File: src/rtl/tick_debouncer.sv
// rtl/tick_debouncer.sv - tick-strobed push-button debouncer with press/release pulses
// Optional feature macro: TICK_DEBOUNCER_AUTO_REPEAT_EN (auto-repeat press pulses while held)
`timescale 1ns/1ps
module tick_debouncer #(
  parameter int STABLE_COUNT  = 4,
  parameter int REPEAT_DELAY  = 50,
  parameter int REPEAT_PERIOD = 10
) (
  input  logic clock_in,
  input  logic reset_n,
  input  logic sample_tick,
  input  logic button_in,
  output logic button_out,
  output logic press_pulse,
  output logic release_pulse
);

  localparam int CW = $clog2(STABLE_COUNT + 1);
  localparam logic [CW-1:0] STABLE_LAST = CW'(STABLE_COUNT);

  typedef enum logic [1:0] {
    IDLE_LOW  = 2'd0,
    WAIT_HIGH = 2'd1,
    IDLE_HIGH = 2'd2,
    WAIT_LOW  = 2'd3
  } state_t;

  logic          r_sync_meta;
  logic          r_sync_q;
  state_t        r_state;
  state_t        w_state_nx;
  logic [CW-1:0] r_cnt;
  logic [CW-1:0] w_cnt_nx;
  logic [CW-1:0] w_cnt_inc;
  logic          w_commit_rise;
  logic          w_commit_fall;
  logic          w_button_nx;
  logic          w_rep_fire;
  logic          r_button_out;
  logic          r_press;
  logic          r_release;

  // Two-flop synchroniser for the raw asynchronous button
  always_ff @(posedge clock_in or negedge reset_n) begin
    if (!reset_n) begin
      r_sync_meta <= 1'b0;
      r_sync_q    <= 1'b0;
    end else begin
      r_sync_meta <= button_in;
      r_sync_q    <= r_sync_meta;
    end
  end

  // Counter is zero in both idle states, so the same increment serves the first sample
  assign w_cnt_inc = r_cnt + CW'(1);

  // Next-state logic: only sample ticks can move the FSM or the stable counter
  always_comb begin
    w_state_nx    = r_state;
    w_cnt_nx      = r_cnt;
    w_commit_rise = 1'b0;
    w_commit_fall = 1'b0;
    if (sample_tick) begin
      case (r_state)
        IDLE_LOW: begin
          if (r_sync_q) begin
            if (w_cnt_inc == STABLE_LAST) begin
              w_state_nx    = IDLE_HIGH;
              w_cnt_nx      = '0;
              w_commit_rise = 1'b1;
            end else begin
              w_state_nx = WAIT_HIGH;
              w_cnt_nx   = w_cnt_inc;
            end
          end
        end
        WAIT_HIGH: begin
          if (r_sync_q) begin
            if (w_cnt_inc == STABLE_LAST) begin
              w_state_nx    = IDLE_HIGH;
              w_cnt_nx      = '0;
              w_commit_rise = 1'b1;
            end else begin
              w_cnt_nx = w_cnt_inc;
            end
          end else begin
            w_state_nx = IDLE_LOW;
            w_cnt_nx   = '0;
          end
        end
        IDLE_HIGH: begin
          if (!r_sync_q) begin
            if (w_cnt_inc == STABLE_LAST) begin
              w_state_nx    = IDLE_LOW;
              w_cnt_nx      = '0;
              w_commit_fall = 1'b1;
            end else begin
              w_state_nx = WAIT_LOW;
              w_cnt_nx   = w_cnt_inc;
            end
          end
        end
        WAIT_LOW: begin
          if (!r_sync_q) begin
            if (w_cnt_inc == STABLE_LAST) begin
              w_state_nx    = IDLE_LOW;
              w_cnt_nx      = '0;
              w_commit_fall = 1'b1;
            end else begin
              w_cnt_nx = w_cnt_inc;
            end
          end else begin
            w_state_nx = IDLE_HIGH;
            w_cnt_nx   = '0;
          end
        end
        default: begin
          w_state_nx = IDLE_LOW;
          w_cnt_nx   = '0;
        end
      endcase
    end
  end

  // Debounced level is high whenever the committed level is high, including while a drop is pending
  assign w_button_nx = (w_state_nx == IDLE_HIGH) || (w_state_nx == WAIT_LOW);

`ifdef TICK_DEBOUNCER_AUTO_REPEAT_EN
  logic [7:0] r_rep_cnt;
  logic [7:0] w_rep_cnt_nx;
  logic [7:0] w_rep_cnt_inc;
  logic [7:0] w_rep_target;
  logic       r_rep_armed;
  logic       w_rep_armed_nx;

  assign w_rep_target  = r_rep_armed ? 8'(REPEAT_PERIOD) : 8'(REPEAT_DELAY);
  assign w_rep_cnt_inc = r_rep_cnt + 8'd1;

  // Repeat timer runs only while the button stays committed high and undisturbed
  always_comb begin
    w_rep_cnt_nx   = r_rep_cnt;
    w_rep_armed_nx = r_rep_armed;
    w_rep_fire     = 1'b0;
    if ((r_state != IDLE_HIGH) || (w_state_nx != IDLE_HIGH)) begin
      w_rep_cnt_nx   = '0;
      w_rep_armed_nx = 1'b0;
    end else if (sample_tick) begin
      if (w_rep_cnt_inc == w_rep_target) begin
        w_rep_fire     = 1'b1;
        w_rep_cnt_nx   = '0;
        w_rep_armed_nx = 1'b1;
      end else begin
        w_rep_cnt_nx = w_rep_cnt_inc;
      end
    end
  end

  // Repeat timer registers; after the first repeat the shorter period is used
  always_ff @(posedge clock_in or negedge reset_n) begin
    if (!reset_n) begin
      r_rep_cnt   <= '0;
      r_rep_armed <= 1'b0;
    end else begin
      r_rep_cnt   <= w_rep_cnt_nx;
      r_rep_armed <= w_rep_armed_nx;
    end
  end
`else
  logic w_unused_repeat_cfg;

  assign w_rep_fire          = 1'b0;
  assign w_unused_repeat_cfg = ^{8'(REPEAT_DELAY), 8'(REPEAT_PERIOD)};
`endif

  // State, counter and registered outputs; pulses self-clear on the following cycle
  always_ff @(posedge clock_in or negedge reset_n) begin
    if (!reset_n) begin
      r_state      <= IDLE_LOW;
      r_cnt        <= '0;
      r_button_out <= 1'b0;
      r_press      <= 1'b0;
      r_release    <= 1'b0;
    end else begin
      r_state      <= w_state_nx;
      r_cnt        <= w_cnt_nx;
      r_button_out <= w_button_nx;
      r_press      <= w_commit_rise | w_rep_fire;
      r_release    <= w_commit_fall;
    end
  end

  assign button_out    = r_button_out;
  assign press_pulse   = r_press;
  assign release_pulse = r_release;

endmodule

File: config.mk
export PLATFORM = sky130hd
export DESIGN_NAME = tick_debouncer
export DESIGN_NICKNAME = d
export VERILOG_FILES = /design/src/rtl/tick_debouncer.sv
export SDC_FILE = /design/constraint.sdc
export NUM_CORES = 1
export LEC_CHECK = 0
export ABC_AREA = 1
export CORE_AREA = 2 2 39 41
export CTS_BUF_LIST = sky130_fd_sc_hd__clkbuf_4 sky130_fd_sc_hd__clkbuf_8
export CTS_CLUSTER_SIZE = 24
export DETAILED_ROUTE_END_ITERATION = 16
export DIE_AREA = 0 0 41 43
export PLACE_DENSITY = 0.53
export SYNTH_ARGS = -nofsm -noshare
export SYNTH_HDL_FRONTEND = slang
export SYNTH_SLANG_ARGS = --single-unit
File: constraint.sdc
create_clock -name clock_in -period 1.16 [get_ports clock_in]
set_input_delay 0.116 -clock clock_in [delete_from_list [all_inputs] [get_ports clock_in]]
set_output_delay 0.116 -clock clock_in [all_outputs]
set_load 0.03 [all_outputs]
==> flow_metrics.py <==
metrics = {
    "placement": {
        "gp_congestion": 0.717,
        "dp.cells": 76,
        "place_ws_ns": -0.00832,
        "port_buffers": 6,
        "dp_hpwl_um": 578,
    },
    "setup_path": {
        "cp.required_ns": 1.31,
        "crit_path_max_fanout": 3,
        "r2r-start": "r_cnt[1]$_DFFE_PN0P_",
        "startpoint": "r_cnt[1]$_DFFE_PN0P_",
        "critPathCapture": "button_out$_DFF_PN0_",
        "cp.arrival_ns": 1.27,
        "setup.worst_path.start_class": "register",
        "rrSetupSlack_ns": 0.05,
        "r2r_end": "button_out$_DFF_PN0_",
        "critPathKind": "register to register",
        "end_kind": "register",
        "reg2reg_depth": 7,
    },
    "logic_synthesis": {
        "synth-seq-cells": 10,
        "ys_types": 11,
        "yosys.area.top_type_share_pct": 55.7,
        "synth.area.top_cells": "dfrtp_1 56%, nand2_1 13%, inv_1 5.8%",
        "seq_area_frac_synth_pct": 55.7,
        "synth_nets": 57,
        "syn_inst": 51,
        "yosys_warnings": 0,
        "netlist_area_sq_um": 449,
        "avgSynthCellArea_sq_um": 8.81,
        "synth.largest_area_cell": "dfrtp_1",
    },
    "die": {
        "dieArea_sq_mm": 0.00176,
        "fp.dieH_um": 43,
        "fp.coreArea_sq_mm": 0.00138,
        "rows": 14,
        "ios": 7,
        "start_util_pct": 32.5,
        "die_w_um": 41,
    },
    "sta": {
        "slew_headroom_pct": 69.6,
        "finalHoldViolCount": 0,
        "setup_viol_count_final": 0,
        "min_period_over_period_pct": 95.9,
        "fmax_ghz": 0.899,
        "tightest_slew_ns": 0.454,
        "hold_slack_ns": 0.164,
        "drv_slew": 0,
        "timing.final.ws_setup_ns": 0.0477,
        "clock-skew-final_ns": 0.00228,
        "finalCriticalPeriod_ns": 1.11,
    },
    "grt": {
        "grt_antenna_before_repair": 0,
        "grt_max_degree": 11,
        "grt_overflow": 0,
        "grt_use_total_pct": 12.9,
        "grt_pass1_wl_mm": 1.42,
        "grt_pass1_vias": 334,
    },
    "layout": {
        "fin_nets": 71,
        "fill_cells": 151,
        "layout_common_cells": "13 x nand2_1, 10 x dfrtp_1, 6 x inv_1",
        "drive_gt1_share_pct": 28.1,
        "stdcell_count": 80,
        "diodes": 0,
        "multiInputGateArea_sq_um": 193,
        "seqCellArea_sq_um": 250,
        "layout_commonest_cell": "nand2_1",
        "syn2layout_area_growth_pct": 36.5,
    },
    "route": {
        "wl_met2_um": 387,
        "drt_wl_total_um": 806,
        "wl_per_cell_um": 10.1,
        "top_layer_used": "met4",
        "drt_iter0_drc": 2,
        "num_vias": 363,
        "vias_per_cell": 4.54,
        "wl_met3_um": 38,
        "firstDrtPassIters": 2,
        "met1_length_um": 368,
        "drc_errors": 0,
        "postRouteAntennaNets": 0,
    },
    "cts": {
        "cts_buffer_depth": 2,
        "cts_made_buffers": 3,
        "postCtsSetupRepairBufs": 0,
        "cts_tree": "done",
        "clk_pin_slew_worst_paths_ns": 0.07,
        "clock_sinks": 10,
        "htreeDepth": 1,
        "clockRootBuffer": "clkbuf_4",
        "clk_latency_ns": 0.26,
    },
    "min_path": {
        "hold_class": "input pin to asynchronous set/reset pin",
    },
    "power_and_ir_drop": {
        "powerDensity_mw_per_mm2": 2100,
        "max-vdd-ir-drop_mv": 0.836,
        "cellLeakagePower_nw": 0.312,
    },
    "status": {
        "status": "finished, final reports clean",
    },
    "run": {
        "drv_cap": 0,
    },
}
==> sequential cells by signal (all words and copies together) (netlist names) <==
name and count:
button_out 1, press_pulse 1, r_cnt 3, r_state 2, r_sync_meta 1, r_sync_q 1
release_pulse 1
==> per-layer routing <==
metal / vias to the layer above / global-route usage [%]
li1: 186 / -
met1: 169 / 16.3
met2: 6 / 16.9
met3: 2 / 3.14
met4: 0 / 12.0
met5: - / 0
==> per-stage QoR <==
stage	TNS, ns	area (sq um)	power, W	util (%)
3_5_place_dp	-0.00832	554	0.000949	40.1
2_1_floorplan	0	449	0.000790	-
4_1_cts	0	589	0.00126	42.6
5_1_grt	-0.00486	613	0.00140	44.3
3_3_place_gp	0	554	0.000940	40.1
6_report	0	613	0.00129	44.3
==> power breakdown <==
group	switching (W)	leakage [nW]	internal, W	total (W)
clock network	0.000122	0.0210	0.000191	0.000313
registers	0.0000670	0.129	0.000441	0.000508
logic	0.000276	0.161	0.000193	0.000469
total	0.000465	0.312	0.000824	0.00129
==> worst min path at each step <==
stage,startpoint,endpoint,slack (ns),cells after the start
3_5_place_dp,r_sync_meta$_DFF_PN0_,r_sync_q$_DFF_PN0_,0.34,0
3_3_place_gp,r_sync_meta$_DFF_PN0_,r_sync_q$_DFF_PN0_,0.33,0
6_report,reset_n,release_pulse$_DFF_PN0_,0.16,1
4_1_cts,reset_n,release_pulse$_DFF_PN0_,0.17,1
5_1_grt,reset_n,press_pulse$_DFF_PN0_,0.19,1
2_1_floorplan,reset_n,button_out$_DFF_PN0_,-0.18,0
==> cells in the mapped netlist <==
| cell | n |
|---|---|
| nand4_1 | 3 |
| clkbuf_2 | 1 |
| nand3_1 | 5 |
| ha_1 | 2 |
| nand2_1 | 16 |
| inv_1 | 7 |
| dfrtp_1 | 10 |
| nand3_2 | 1 |
| o21ai_1 | 1 |
| nor2_1 | 3 |
| nand2_2 | 2 |
==> worst max-delay path, cell delays in order, from the launching register on <==
cell,delay [ns]
dfrtp_1,0.39
ha_2,0.21
inv_2,0.06
nand2_2,0.04
nand2_2,0.09
nand3_4,0.08
nand2_2,0.08
nand2_1,0.05
==> cell families after synthesis <==
family	share of synthesized area, %
AND/OR/NAND/NOR	30.6
buffers and inverters	6.96
AO/OA/AOI/OAI	1.11
adder cells (fa/ha/maj)	5.57
flip-flops	55.7
==> final cells by class <==
| cell class | instances | area share [%] |
|---|---|---|
| multi-input cells | 33 | 31.4 |
| well taps | 16 | 3.27 |
| flip-flops and latches | 10 | 40.8 |
| repair buffers | 10 | 14.3 |
| inverters | 7 | 4.29 |
| clock buffers | 4 | 5.92 |
==> timing repair <==
action | in CTS | in global routing
gates resized for setup | 4 | 8
hold buffers | 0 | 0
pin swaps | 0 | 2
endpoints found under the setup margin | 5 | 5
Note: power is estimated with default switching activity, not from simulation.
